File: src/rtl/uart_tx_arb.sv
// uart_tx_arb: round-robin, packet-granular arbiter for the UART TX FIFO write port (UART_TX_ARB_PRIO_EN makes requester 0 strict high priority)
module uart_tx_arb #(
  parameter int NUM_REQ   = 4,
  parameter int DATA_W    = 8,
  parameter int MAX_BURST = 16
) (
  input  logic                        clk,
  input  logic                        rst,
  input  logic                        arb_en,
  input  logic [NUM_REQ-1:0]          req_valid,
  input  logic [NUM_REQ*DATA_W-1:0]   req_data,
  input  logic [NUM_REQ-1:0]          req_last,
  output logic [NUM_REQ-1:0]          req_ready,
  input  logic                        tx_fifo_wfull,
  output logic                        tx_fifo_wr_en,
  output logic [DATA_W-1:0]           tx_data,
  output logic [$clog2(NUM_REQ)-1:0]  grant_id,
  output logic                        busy
);
  localparam int GW = $clog2(NUM_REQ);
  localparam logic [0:0] IDLE = 1'b0;
  localparam logic [0:0] XFER = 1'b1;
  logic [0:0]    state;
  logic [GW-1:0] rr_ptr;
  logic [GW-1:0] win;
  logic [GW-1:0] idx;
  logic [GW-1:0] nxt_ptr;
  logic [7:0]    burst_cnt;
  logic          xfer;
  logic          fin;
  assign busy          = state == XFER;
  assign xfer          = busy & req_valid[grant_id] & ~tx_fifo_wfull;
  assign tx_fifo_wr_en = xfer;
  assign tx_data       = xfer ? req_data[grant_id*DATA_W +: DATA_W] : '0;
  assign fin           = xfer & (req_last[grant_id] | burst_cnt == 8'(MAX_BURST-1));
  assign nxt_ptr       = grant_id == GW'(NUM_REQ-1) ? '0 : grant_id + 1'b1;
  // only the current grantee sees ready, and only while the FIFO has room
  always_comb begin
    req_ready = '0;
    if (busy) req_ready[grant_id] = ~tx_fifo_wfull;
  end
  // first valid requester at or after rr_ptr, wrapping; scanned downward so the nearest wins
  always_comb begin
    win = rr_ptr;
    idx = rr_ptr;
    for (int k = NUM_REQ-1; k >= 0; k--) begin
      idx = GW'((int'(rr_ptr) + k) % NUM_REQ);
      if (req_valid[idx]) win = idx;
    end
`ifdef UART_TX_ARB_PRIO_EN
    if (req_valid[0]) win = '0;
`endif
  end
  // grant in IDLE, count bytes in XFER, release on last byte or burst cap
  always_ff @(posedge clk or posedge rst) begin
    if (rst) begin
      state     <= IDLE;
      grant_id  <= '0;
      rr_ptr    <= '0;
      burst_cnt <= '0;
    end else if (!busy) begin
      if (arb_en && |req_valid) begin
        state     <= XFER;
        grant_id  <= win;
        burst_cnt <= '0;
      end
    end else if (xfer) begin
      burst_cnt <= burst_cnt + 1'b1;
      if (fin) begin
        state <= IDLE;
`ifdef UART_TX_ARB_PRIO_EN
        if (grant_id != '0) rr_ptr <= nxt_ptr;
`else
        rr_ptr <= nxt_ptr;
`endif
      end
    end
  end
endmodule

File: config.mk
export PLATFORM = sky130hd
export DESIGN_NAME = uart_tx_arb
export DESIGN_NICKNAME = d
export VERILOG_FILES = /design/src/rtl/uart_tx_arb.sv
export SDC_FILE = /design/constraint.sdc
export NUM_CORES = 1
export LEC_CHECK = 0
export ABC_CLOCK_PERIOD_IN_PS = 5500
export CORE_UTILIZATION = 33
export DETAILED_ROUTE_END_ITERATION = 8
export PLACE_DENSITY = 0.81
export SYNTH_ARGS = -nofsm -noshare
export SYNTH_HDL_FRONTEND = slang
export SYNTH_SLANG_ARGS = --single-unit
File: constraint.sdc
create_clock -name clk -period 5.5 [get_ports clk]
set_input_delay 1.1 -clock clk [delete_from_list [all_inputs] [get_ports clk]]
set_output_delay 1.1 -clock clk [all_outputs]
set_load 0.02 [all_outputs]
======== Word level (Yosys, flattened, before mapping) ========
Cells that the tools add are included.
word-level totals
  bits of input ports ..................... 44
  output and inout port bits .............. 16
  flip-flop bits (word level) ............. 13
operators by class
  equal/unequal tests ..................... 3
  $lt $le $gt $ge ......................... 6
  add/subtract/negate cells ............... 5
  shift-type cells ........................ 1
  bitwise gates (word level) .............. 7
  reductions and logical operators ........ 7
  mux-type cells .......................... 28
operators with widths
  operator                                                                             number
  8-bit 2-to-1 mux                                                                     4
  32-bit by 6-bit indexed part select with 8-bit output                                1
  2-bit by 3-bit less-than comparator with 1-bit output, second input constant         5
  1-bit binary-select mux with 2-bit select                                            6
  1-bit 2-to-1 mux                                                                     11
  2-bit 2-to-1 mux                                                                     5
  8-bit by 1-bit adder with 8-bit output, second input constant                        1
  8-bit by 4-bit equality test with 1-bit output, second input constant                1
  2-bit by 1-bit adder with 2-bit output, second input constant                        2
  2-bit adder, second input constant                                                   2
  4-bit AND                                                                            1
  4-bit 2-to-1 mux                                                                     1
  2-bit AND reduction                                                                  2
  4-bit OR reduction                                                                   1
  1-bit AND                                                                            3
  3-bit AND reduction                                                                  1
  1-bit demux with 2-bit select                                                        1
  2-bit equality test, second input constant                                           1
  2-bit by 1-bit greater-or-equal comparator with 1-bit output, second input constant  1
  1-bit logical AND                                                                    2
  2-bit by 1-bit != test with 1-bit output, second input constant                      1
  1-bit inverter                                                                       2
  2-bit nonzero test                                                                   1
  1-bit bitwise OR                                                                     1

======== Depth between registers and ports, before layout ========
  depth after elaboration ................. 8
  depth in mapped cells ................... 5
  depth with buffers taken out ............ 5

======== Least setup slack after synthesis ========
Ideal clock, no wire load.
  kind .................................... input to output
  from .................................... input req_valid[3]
  to ...................................... output tx_fifo_wr_en
  stages on the path ...................... 3
  arrival ................................. 1.913 ns
  slack ................................... 2.487 ns
  buffers on the path ..................... 0
  cell sequence ........................... mux4_2 > nand2_4 > inv_1
between the ends
  word-level cells in the longest chain between the ends .. 4
ends and longest elaborated chain
  item                                       line  text
  start: declaration                         10    input logic [NUM_REQ-1:0] req_valid,
  1-bit binary-select mux with 2-bit select  32    assign xfer = busy & req_valid[grant_id] & ~tx_fifo_wfull;
  1-bit 2-to-1 mux (not written as such)     32
  1-bit AND (2 in a row)                     32
  end: declaration                           15    output logic tx_fifo_wr_en,
Every way passes these cells. The select of a mux whose other input is x is not followed.

======== Final worst setup path ========
  from .................................... input req_valid[2]
  to ...................................... output tx_fifo_wr_en
Same word-level chain as after synthesis.

==> summary.txt <==
Global route
  – Vias in the first global route: 1057
  – Initial antenna violation count: 0
  – M3 GR Usage: 0.06154
  – Tot GR Track Use: 0.1695
  – First-pass GRT wire length: 4.471 mm
  – Grt ovf: 0
  – Global Route met1 Usage: 0.1764
  – Largest net degree at the start of global routing: 17
  – GR peak layer: met2
  – M2 GR Usage: 0.3084

Timing
  – Worst rel slew slack: 0.5142
  – Final worst path period share: 0.7522
  – Min Clock Period, post-route: 4137 ps
  – TNS Setup: 0 ps
  – Final slew viol count: 0
  – Final Hold Viols: 0
  – Least-Margin Pin Slew: 728.7 ps
  – Fmax: 241.7 MHz
  – Final hold slack: 534.7 ps
  – Setup Skew: 1.386 ps
  – Final setup viols: 0
  – RSZ-0062 raised after global routing: no

Critical path
  – R2R Setup Slk: 3330 ps
  – Setup crit end kind: output pin
  – Worst R2R Path Depth: 4
  – Worst r2r src: grant_id[0]
  – CP Class: in2out
  – Startpoint Class: input port
  – CP Data Arrival Time: 3040 ps
  – R2R Path End: rr_ptr[1]
  – Critical path peak fanout: 10
  – Worst EP required: 4400 ps

Floorplan
  – Core area: 3053 um^2
  – Die Ht: 58.84 um
  – Initial Util: 0.3492
  – Num rows: 20
  – I/O pins: 60
  – Die ar.: 3462 um^2
  – Die width: 58.84 um

Clocking
  – Root Buffer: clkbuf_4
  – Maximum clock insertion buffer count: 2
  – Worst-path clk slew: 80 ps
  – CTS resizes: 0
  – Skew-Pair Late Insertion Delay: 280 ps
  – Num CTS Buffers: 3
  – CTS HTree Levels: 1
  – CTS tree: done
  – Post-CTS setup buffer count: 0
  – Hold Buf Count CTS: 0
  – Clock Sink Count: 13

Place
  – Port buffer count: 59
  – Placer Congestion: 0.7964
  – Hpwl dp: 2.491 mm

Finish
  – Share of cells above drive strength 1: 0.09146
  – Multi-input gate area: 694.4 um^2
  – Layout Nets: 214
  – Antenna diodes: 0
  – Commonest non-fill, non-tap cells in the layout: 59 x clkdlybuf4s50_1, 13 x dfrtp_1, 12 x nand2_1
  – P&R area growth vs syn: 62.32%
  – Most common cell after layout, fill and taps aside: clkdlybuf4s50_1
  – Sequential standard cell area: 325.3 um^2
  – Fillers: 274

Synth
  – Compound-cell area share of the yosys netlist: 0.09859
  – Mapped Cells: 104
  – Post-synthesis cell type count: 33
  – Yosys Warn Count: 0
  – Post-Synth Adder-Cell Area: 0.05869
  – Main flop type after synthesis: dfrtp_1
  – Netlist Area Pre-Place: 1066 um^2
  – Sequential area share after synthesis: 0.3052
  – Largest family of logic cells by synthesized area: multiplexers
  – FF+latch count, synth: 13
  – FFs w/ async S/R, synth: 1.000
  – Simple-Gate Fraction of Synth Area: 0.2195
  – Synth Area per Inst: 10.25 um^2
  – Syn nets: 153
  – Mux cell area share after synthesis: 0.2664
  – EDFF count, synth: 0
  – Post-Synth XOR/XNOR Area: 0.008216

Routing
  – Vias/cell: 5.149
  – Initial DRC Count: 24
  – Drt first pass iters: 4
  – WL final: 3.056 mm
  – WL/cell: 14.69 um
  – Post-route ant nets: 0
  – Via count: 1071
  – DRC violations left: 0

Hold path
  – Hold crit path type: reg2reg
  – WHS Path Cells: 1
  – Hold wc startpoint: burst_cnt[5]
  – Min-Delay Endpoint: burst_cnt[5]

Pwr
  – Power Dens Cells: 333.8 nW/um^2
  – P_leak: 0.7732 nW
  – Peak supply drop: 0.1320 mV
  – Tot Pwr: 0.5776 mW

Status
  – Status: completed

Flow run
  – Number of max-cap violations: 0
[registers in the layout (all words and copies together) (netlist names)]
signal / count
rr_ptr: 2
burst_cnt: 8
busy: 1
grant_id: 2
[where the power goes]
part / leakage, nW / total (mW) / switching, mW / internal, mW
sequential: 0.169 / 0.183 / 0.0610 / 0.122
clock: 0.0177 / 0.0603 / 0.0333 / 0.0270
combinational: 0.586 / 0.335 / 0.147 / 0.188
[per-stage QoR]
step / cell area [um^2] / util / std cells / setup slack [ps]
floorplan: 1066 / - / 104 / 2487
global placement: 1703 / 0.5578 / 204 / 1379
detailed placement: 1703 / 0.5578 / 204 / 1333
CTS: 1730 / 0.5668 / 208 / 1343
global route: 1730 / 0.5668 / 208 / 1179
finish: 1730 / 0.5668 / 208 / 1363
[cell type report]
| class | instances | area share |
|---|---|---|
| Multi-Input combinational cell | 79 | 0.4013 |
| Tap cell | 44 | 0.03181 |
| Inverter | 8 | 0.01735 |
| Clock buffer | 3 | 0.01302 |
| Clock inverter | 1 | 0.002892 |
| Timing Repair Buffer | 60 | 0.3456 |
| Sequential cell | 13 | 0.1880 |
[per-layer routing]
metal  wire length (um)  up-vias
li1                   -      514
met1               1215      494
met2               1431       58
met3                376        5
met4                 34        0
met5                  0        -
[cells in the mapped netlist (4+ instances only)]
cell	count	share of area
mux4_2	8	0.17
a21oi_1	4	0.019
and3_1	10	0.059
mux2i_1	4	0.038
o21ai_0	4	0.019
nand3_1	4	0.019
dfrtp_1	13	0.31
inv_1	8	0.028
ha_1	5	0.059
nand2_1	12	0.042
and2_1	5	0.029
[logic make-up after synthesis]
group,after synthesis
muxes,15
and+or+nand+nor,42
adders and majority gates,5
DFF,13
AOI/OAI and AO/OA,16
buffers and inverters,12
xor gates and xnor gates,1
[how the worst max path moves through the flow]
| stage | from | endpoint | slack (ps) | depth (start not counted) |
|---|---|---|---|---|
| 4_1_cts | tx_fifo_wfull | tx_fifo_wr_en | 1340 | 5 |
| 2_1_floorplan | req_valid[3] | tx_fifo_wr_en | 2490 | 3 |
| 3_3_place_gp | tx_fifo_wfull | tx_fifo_wr_en | 1380 | 5 |
| 5_1_grt | tx_fifo_wfull | tx_fifo_wr_en | 1180 | 5 |
| 3_5_place_dp | tx_fifo_wfull | tx_fifo_wr_en | 1330 | 5 |
| 6_report | req_valid[2] | tx_fifo_wr_en | 1360 | 5 |
[critical path, stage by stage]
cell	delay, ps
clkdlybuf4s50_1	500
mux4_2	610
nand2_4	160
inv_1	110
clkdlybuf4s50_1	550
Power figures use the tool's default switching activity.
==> RTL change 1, RTL diff (config.mk and constraints unchanged) <==
Build with the macro `UART_TX_ARB_PRIO_EN` defined.
--- a/src/rtl/uart_tx_arb.sv
+++ b/src/rtl/uart_tx_arb.sv
@@ -1,4 +1,6 @@
 // uart_tx_arb: round-robin, packet-granular arbiter for the UART TX FIFO write port (UART_TX_ARB_PRIO_EN makes requester 0 strict high priority)
+`define UART_TX_ARB_PRIO_EN
+
 module uart_tx_arb #(
   parameter int NUM_REQ   = 4,
   parameter int DATA_W    = 8,
Function: changed (a bounded check fails within 4 cycles, from zero or initial values and one cycle with rst high).
==> RTL change 1 against the original RTL <==
  * Worst setup slack got worse by 160 ps
  * Via count rose by 3.3%
  * Wire length fell by 6.7%
  * Critical path depth rose by 1
  * Cell area fell by 0.72%
  * Fmax fell by 3.8%
  * Global-route usage rose by 0.85 points
  * Power fell by 3.0%
  * Synthesized area fell by 0.70%
  * Combinational power fell by 5%
  * Sequential cell count did not move
  * Critical path type unchanged
  * Clock power fell by 1%
  * Count of clock-buffer cells in the layout rose by 1
==> RTL change 1: results (changes against the original RTL) <==
** Route
- The average wire per standard cell is 13.4 µm (-8.5%).
- The count of routing violations after the opening detailed-route iteration was 33 (+38%).
- The number of vias in the routed layout came to 1106 (+3.3%).

** Pwr
- Worst ir drop on vdd :: 0.154 mV (+17%)
- Leak :: 0.000665 µW (-14%)

** Clock tree
- The total of cells resized after clock tree synthesis came to 0 (unchanged).
- The clock insertion delay at the later pin of the skew report came to 280 ps (about the same).
- The CTS buffer count is 3 (unchanged).
- Max Buffers Root-to-Sink :: 2 (unchanged)

** Logic synthesis
- Number of nets in the synthesized netlist :: 157 (+2.6%)
- The count of cell types in the netlist was 30 (-9.1%).
- The yosys synthesis warning count came to 0 (unchanged).
- The share of flip-flops with an asynchronous set or reset came to 100% (unchanged).
- The share of synthesized area occupied by flip-flops and latches was 30.7% (+0.22 points).
- After synthesis, the most frequently instantiated cells are sky130_fd_sc_hd__and2_1, sky130_fd_sc_hd__dfrtp_1, sky130_fd_sc_hd__nand2_1, sky130_fd_sc_hd__mux4_2.
- In the post-synthesis netlist, the biggest area contributors are sky130_fd_sc_hd__dfrtp_1, sky130_fd_sc_hd__mux4_2, sky130_fd_sc_hd__and2_1.

** Finish
- Diodes inserted :: 0 (unchanged)
- Share of final-layout standard cells stronger than drive strength 1 :: 8.33% (-0.81 points)
- Final #Nets :: 218 (+1.9%)

** Global routing
- The met1 capacity usage during global routing is 19.0% (+1.4 points).
- The pin count of the biggest net entering global routing came to 19 (+2).
- Met2 routing resource usage after global routing :: 33.2% (+2.3 points)
- Wire length of the first global-routing pass :: 4.66 mm (+4.2%)
- The global-route track usage on met3 came to 5.27% (-0.88 points).
- The total routing usage reported by global routing was 17.8% (+0.85 points).
- Number of global-route vias before repair :: 1048 (-0.85%)

** Worst hold path
- The worst hold path belongs to the class reg -> reg.

** Run status
- Result of the run :: complete, no violations

** Worst setup path
- Arrival time at the worst endpoint :: 3200 ps (+160 ps)
- Worst-case register-to-register setup slack :: 3220 ps (-110 ps)
- The largest fanout on the critical path is 18 (+8).

** Timing
- Worst hold margin :: 521 ps (-13.8 ps)
- The largest clock skew in the final design is 4.66 ps (+3.28 ps).
- Actual slew at the worst max-slew pin :: 774 ps (+45.2 ps)

** Placement
- The post-place instance area came to 1690 µm² (-0.66%).
- Weighted congestion at the end of routability-driven global placement :: 0.896 (+13%)
- Placed wire-length estimate :: 2.29 mm (-8.0%)
==> RTL change 1: path summary, 6_finish.rpt <==
path / endpoint / from / cells after the start
max: tx_data[0] / tx_fifo_wfull / 6
min: burst_cnt[6] / burst_cnt[6] / 1
max reg2reg: rr_ptr[1] / grant_id[0] / 4
min reg2reg: burst_cnt[6] / burst_cnt[6] / 1
max in group asynchronous: burst_cnt[2] / rst / 2
min in group asynchronous: burst_cnt[7] / rst / 2
==> RTL change 1: worst max-delay path, stage by stage <==
cell	delay, ps
sky130_fd_sc_hd__clkdlybuf4s50_1	440
sky130_fd_sc_hd__or3b_1	360
sky130_fd_sc_hd__o22a_2	300
sky130_fd_sc_hd__inv_1	230
sky130_fd_sc_hd__and2_1	160
sky130_fd_sc_hd__clkdlybuf4s50_1	600
==> RTL change 1: area by class of cell <==
class | instances | area [µm²]
inverter | 7 | 26.3
tap | 44 | 55.1
timing repair buffer | 59 | 591
clock buffer | 4 | 26.3
fill | 274 | 1340
multi-input combinational | 85 | 694
sequential | 13 | 325
==> RTL change 1: metal layers <==
layer	routed length, µm	vias to the layer above
li1	-	528
met1	1050	526
met2	1460	48
met3	304	4
met4	36	0
met5	0	-
==> RTL change 1: logic make-up after synthesis <==
kind of cell | after synthesis | synth area share, %
AOI/OAI and AO/OA | 22 | 12.8
buffers and inverters | 10 | 3.66
DFF | 13 | 30.7
and+or+nand+nor | 45 | 23.4
muxes | 13 | 23.5
adders and majority gates | 5 | 5.91
==> RTL change 1: per-stage QoR <==
step | instances | power [µW] | util [%] | setup slack [ps]
2_1_floorplan | 108 | 369 | - | 2210
3_3_place_gp | 208 | 500 | 55.4 | 1240
3_5_place_dp | 208 | 508 | 55.4 | 1180
4_1_cts | 212 | 568 | 56.3 | 1170
5_1_grt | 212 | 605 | 56.3 | 1080
6_report | 212 | 560 | 56.3 | 1200
==> RTL change 1: where the power goes <==
group / switching (µW) / internal (µW)
Sequential: 61.0 / 121
Combinational: 135 / 184
Clock: 31.3 / 28.1
==> RTL change 2, RTL diff (same flow settings) <==
Made on the original files. Reset style: synchronous (`rst`), changed in one clocked block.
--- a/src/rtl/uart_tx_arb.sv
+++ b/src/rtl/uart_tx_arb.sv
@@ -52,7 +52,7 @@
 `endif
   end
   // grant in IDLE, count bytes in XFER, release on last byte or burst cap
-  always_ff @(posedge clk or posedge rst) begin
+  always_ff @(posedge clk) begin
     if (rst) begin
       state     <= IDLE;
       grant_id  <= '0;
Function: differs if rst is asserted again (counterexample within 4 cycles, from zero or initial values and one cycle with rst high); with rst held inactive, the same outputs for 10 cycles.
==> RTL change 2 against the original RTL <==
  * Worst setup slack lost 110 ps
  * Synthesized area down 0.23%
  * Cell area is 0.80% lower
  * First-iteration DRC count up 100%
  * Wire length up 8.5%
  * Via count increased by 5.4%
  * Sequential cell count did not move
  * Critical endpoint unchanged
  * Largest cell class unchanged
  * Highest routed layer unchanged
Power is not compared: it rests on default switching activity, and its combinational part moved more than twofold at a synthesized area within 25%.
==> RTL change 2: results (changes against the original RTL) <==
** Run status
- The flow ran to the end, and the final reports show no timing, DRC or antenna violations.

** Worst setup path
- Critical path peak fanout :: 16 (+6)
- Crit path max-delay family :: buffers and inverters
- Arrival time at the worst endpoint :: 3150 ps (+110 ps)
- The largest incremental delay on the critical path was 670 ps (+60 ps).

** Placement
- The weighted congestion reported at the end of routability-driven placement is 0.832 (+4.4%).
- The post-placement setup slack is 1280 ps (-48.9 ps).
- The half-perimeter wire length of the detailed placement result came to 2.69 mm (+8.1%).

** Logic synthesis
- The count of cell types in the netlist came to 32 (-3.0%).
- Sequential cell area fraction in the yosys report :: 24.5% (-6.0 points)
- Synth top cells by count :: sky130_fd_sc_hd__dfxtp_1, sky130_fd_sc_hd__and3_1, sky130_fd_sc_hd__nor2_1, sky130_fd_sc_hd__mux4_2
- Share of flip-flops with an asynchronous set or reset :: 0% (-100 points)
- Among all flip-flop cells after synthesis, the most frequent one is sky130_fd_sc_hd__dfxtp_1.
- Cell types occupying the most area after synthesis :: sky130_fd_sc_hd__dfxtp_1, sky130_fd_sc_hd__mux4_2, sky130_fd_sc_hd__and3_1
- Total of warnings raised by yosys :: 0 (unchanged)
- Number of nets in the synthesized netlist :: 165 (+7.8%)

** Global routing
- Wire length of the first global-routing pass :: 5.16 mm (+15%)
- Global-route total usage across every layer :: 20.2% (+3.3 points)
- Number of global-route vias before repair :: 1092 (+3.3%)
- Largest net degree at the start of global routing :: 21 (+4)

** Route
- The count of routing violations after the opening detailed-route iteration is 48 (+100%).
- The detail-routed via count per cell was 5.20 (+1.0%).
- Routed len/inst :: 15.3 µm (+4.0%)

** Clock tree
- Total clock buffers created by CTS :: 3 (unchanged)
- The maximum buffer depth of the clock tree is 2 (unchanged).
- The number of buffers added for setup after CTS came to 0 (unchanged).
- The clock insertion delay at the later pin of the skew report came to 280 ps (about the same).

** Finish
- Share of final-layout standard cells stronger than drive strength 1 :: 8.67% (-0.48 points)
- Final #Nets :: 223 (+4.2%)
- Number of fill cells in the layout :: 293 (+6.9%)

** Worst hold path
- Worst hold path cell count :: 2 (+1)

** Timing
- Slew Limit Headroom :: 45.1% (-6.4 points)
- The largest clock skew in the final design is 4.52 ps (+3.13 ps).
[RTL change 2: cell types whose count changed in the layout (fill, tap and decap cells not counted), sizes merged, moves of 3 or more]
cell    change
dfrtp      -13
dfxtp      +13
nand2       -9
nor2        +7
inv         -5
xor2        +5
mux2i       -4
nand2b      +3
nor2b       +3
[RTL change 2: area by class of cell]
cell class	count	share of cell area [%]
Timing Repair Buffer	60	34.8
Multi-Input combinational cell	93	44.5
Inverter	3	0.656
Sequential cell	13	15.2
Clock inverter	1	0.292
Clock buffer	3	1.31
Tap cell	44	3.21
[RTL change 2: final timing paths]
path / endpoint / slack [ps] / startpoint
setup / recovery: tx_fifo_wr_en / 1250 / req_valid[3]
hold reg to reg: burst_cnt[7] / 500 / burst_cnt[7]
setup reg to reg: burst_cnt[0] / 3150 / grant_id[0]
hold / removal: burst_cnt[7] / 500 / burst_cnt[7]
[RTL change 2: metal layers]
layer	up-vias	track usage (%)	share of wire, %	routed length (µm)
met4	0	6.46	1.8	61
li1	553	-	-	-
met1	537	24.0	43	1420
met5	-	0	0	0
met3	8	4.18	3.2	107
met2	31	36.2	52	1730
[RTL change 2: report_power, final]
| part | switching, µW | internal [µW] |
|---|---|---|
| sequential | 6.99 | 96.4 |
| combinational | 31.9 | 54.0 |
| clock | 31.8 | 27.0 |
[RTL change 2: logic make-up after synthesis]
| family | synth area share [%] |
|---|---|
| flops | 24.5 |
| simple gates | 28.1 |
| xor+xnor | 4.12 |
| compound gates | 10.8 |
| fa+ha+maj | 5.88 |
| mux | 22.9 |
| buf+inv | 3.65 |
[RTL change 2: stage by stage]
| step | instances | cell area [µm²] | power [µW] | hold slack, ps | utilization, % |
|---|---|---|---|---|---|
| floorplan | 116 | 1060 | 143 | 452 | - |
| global placement | 213 | 1690 | 189 | 462 | 55.3 |
| detailed placement | 213 | 1690 | 192 | 487 | 55.3 |
| CTS | 217 | 1720 | 251 | 499 | 56.2 |
| global route | 217 | 1720 | 262 | 525 | 56.2 |
| finish | 217 | 1720 | 248 | 501 | 56.2 |
[RTL change 2: worst reg2reg max path: stages (launching register included)]
cell and delay, ps:
sky130_fd_sc_hd__dfxtp_1 860, sky130_fd_sc_hd__mux4_2 750, sky130_fd_sc_hd__nand2_1 240, sky130_fd_sc_hd__mux2_2 360, sky130_fd_sc_hd__nor2_1 70
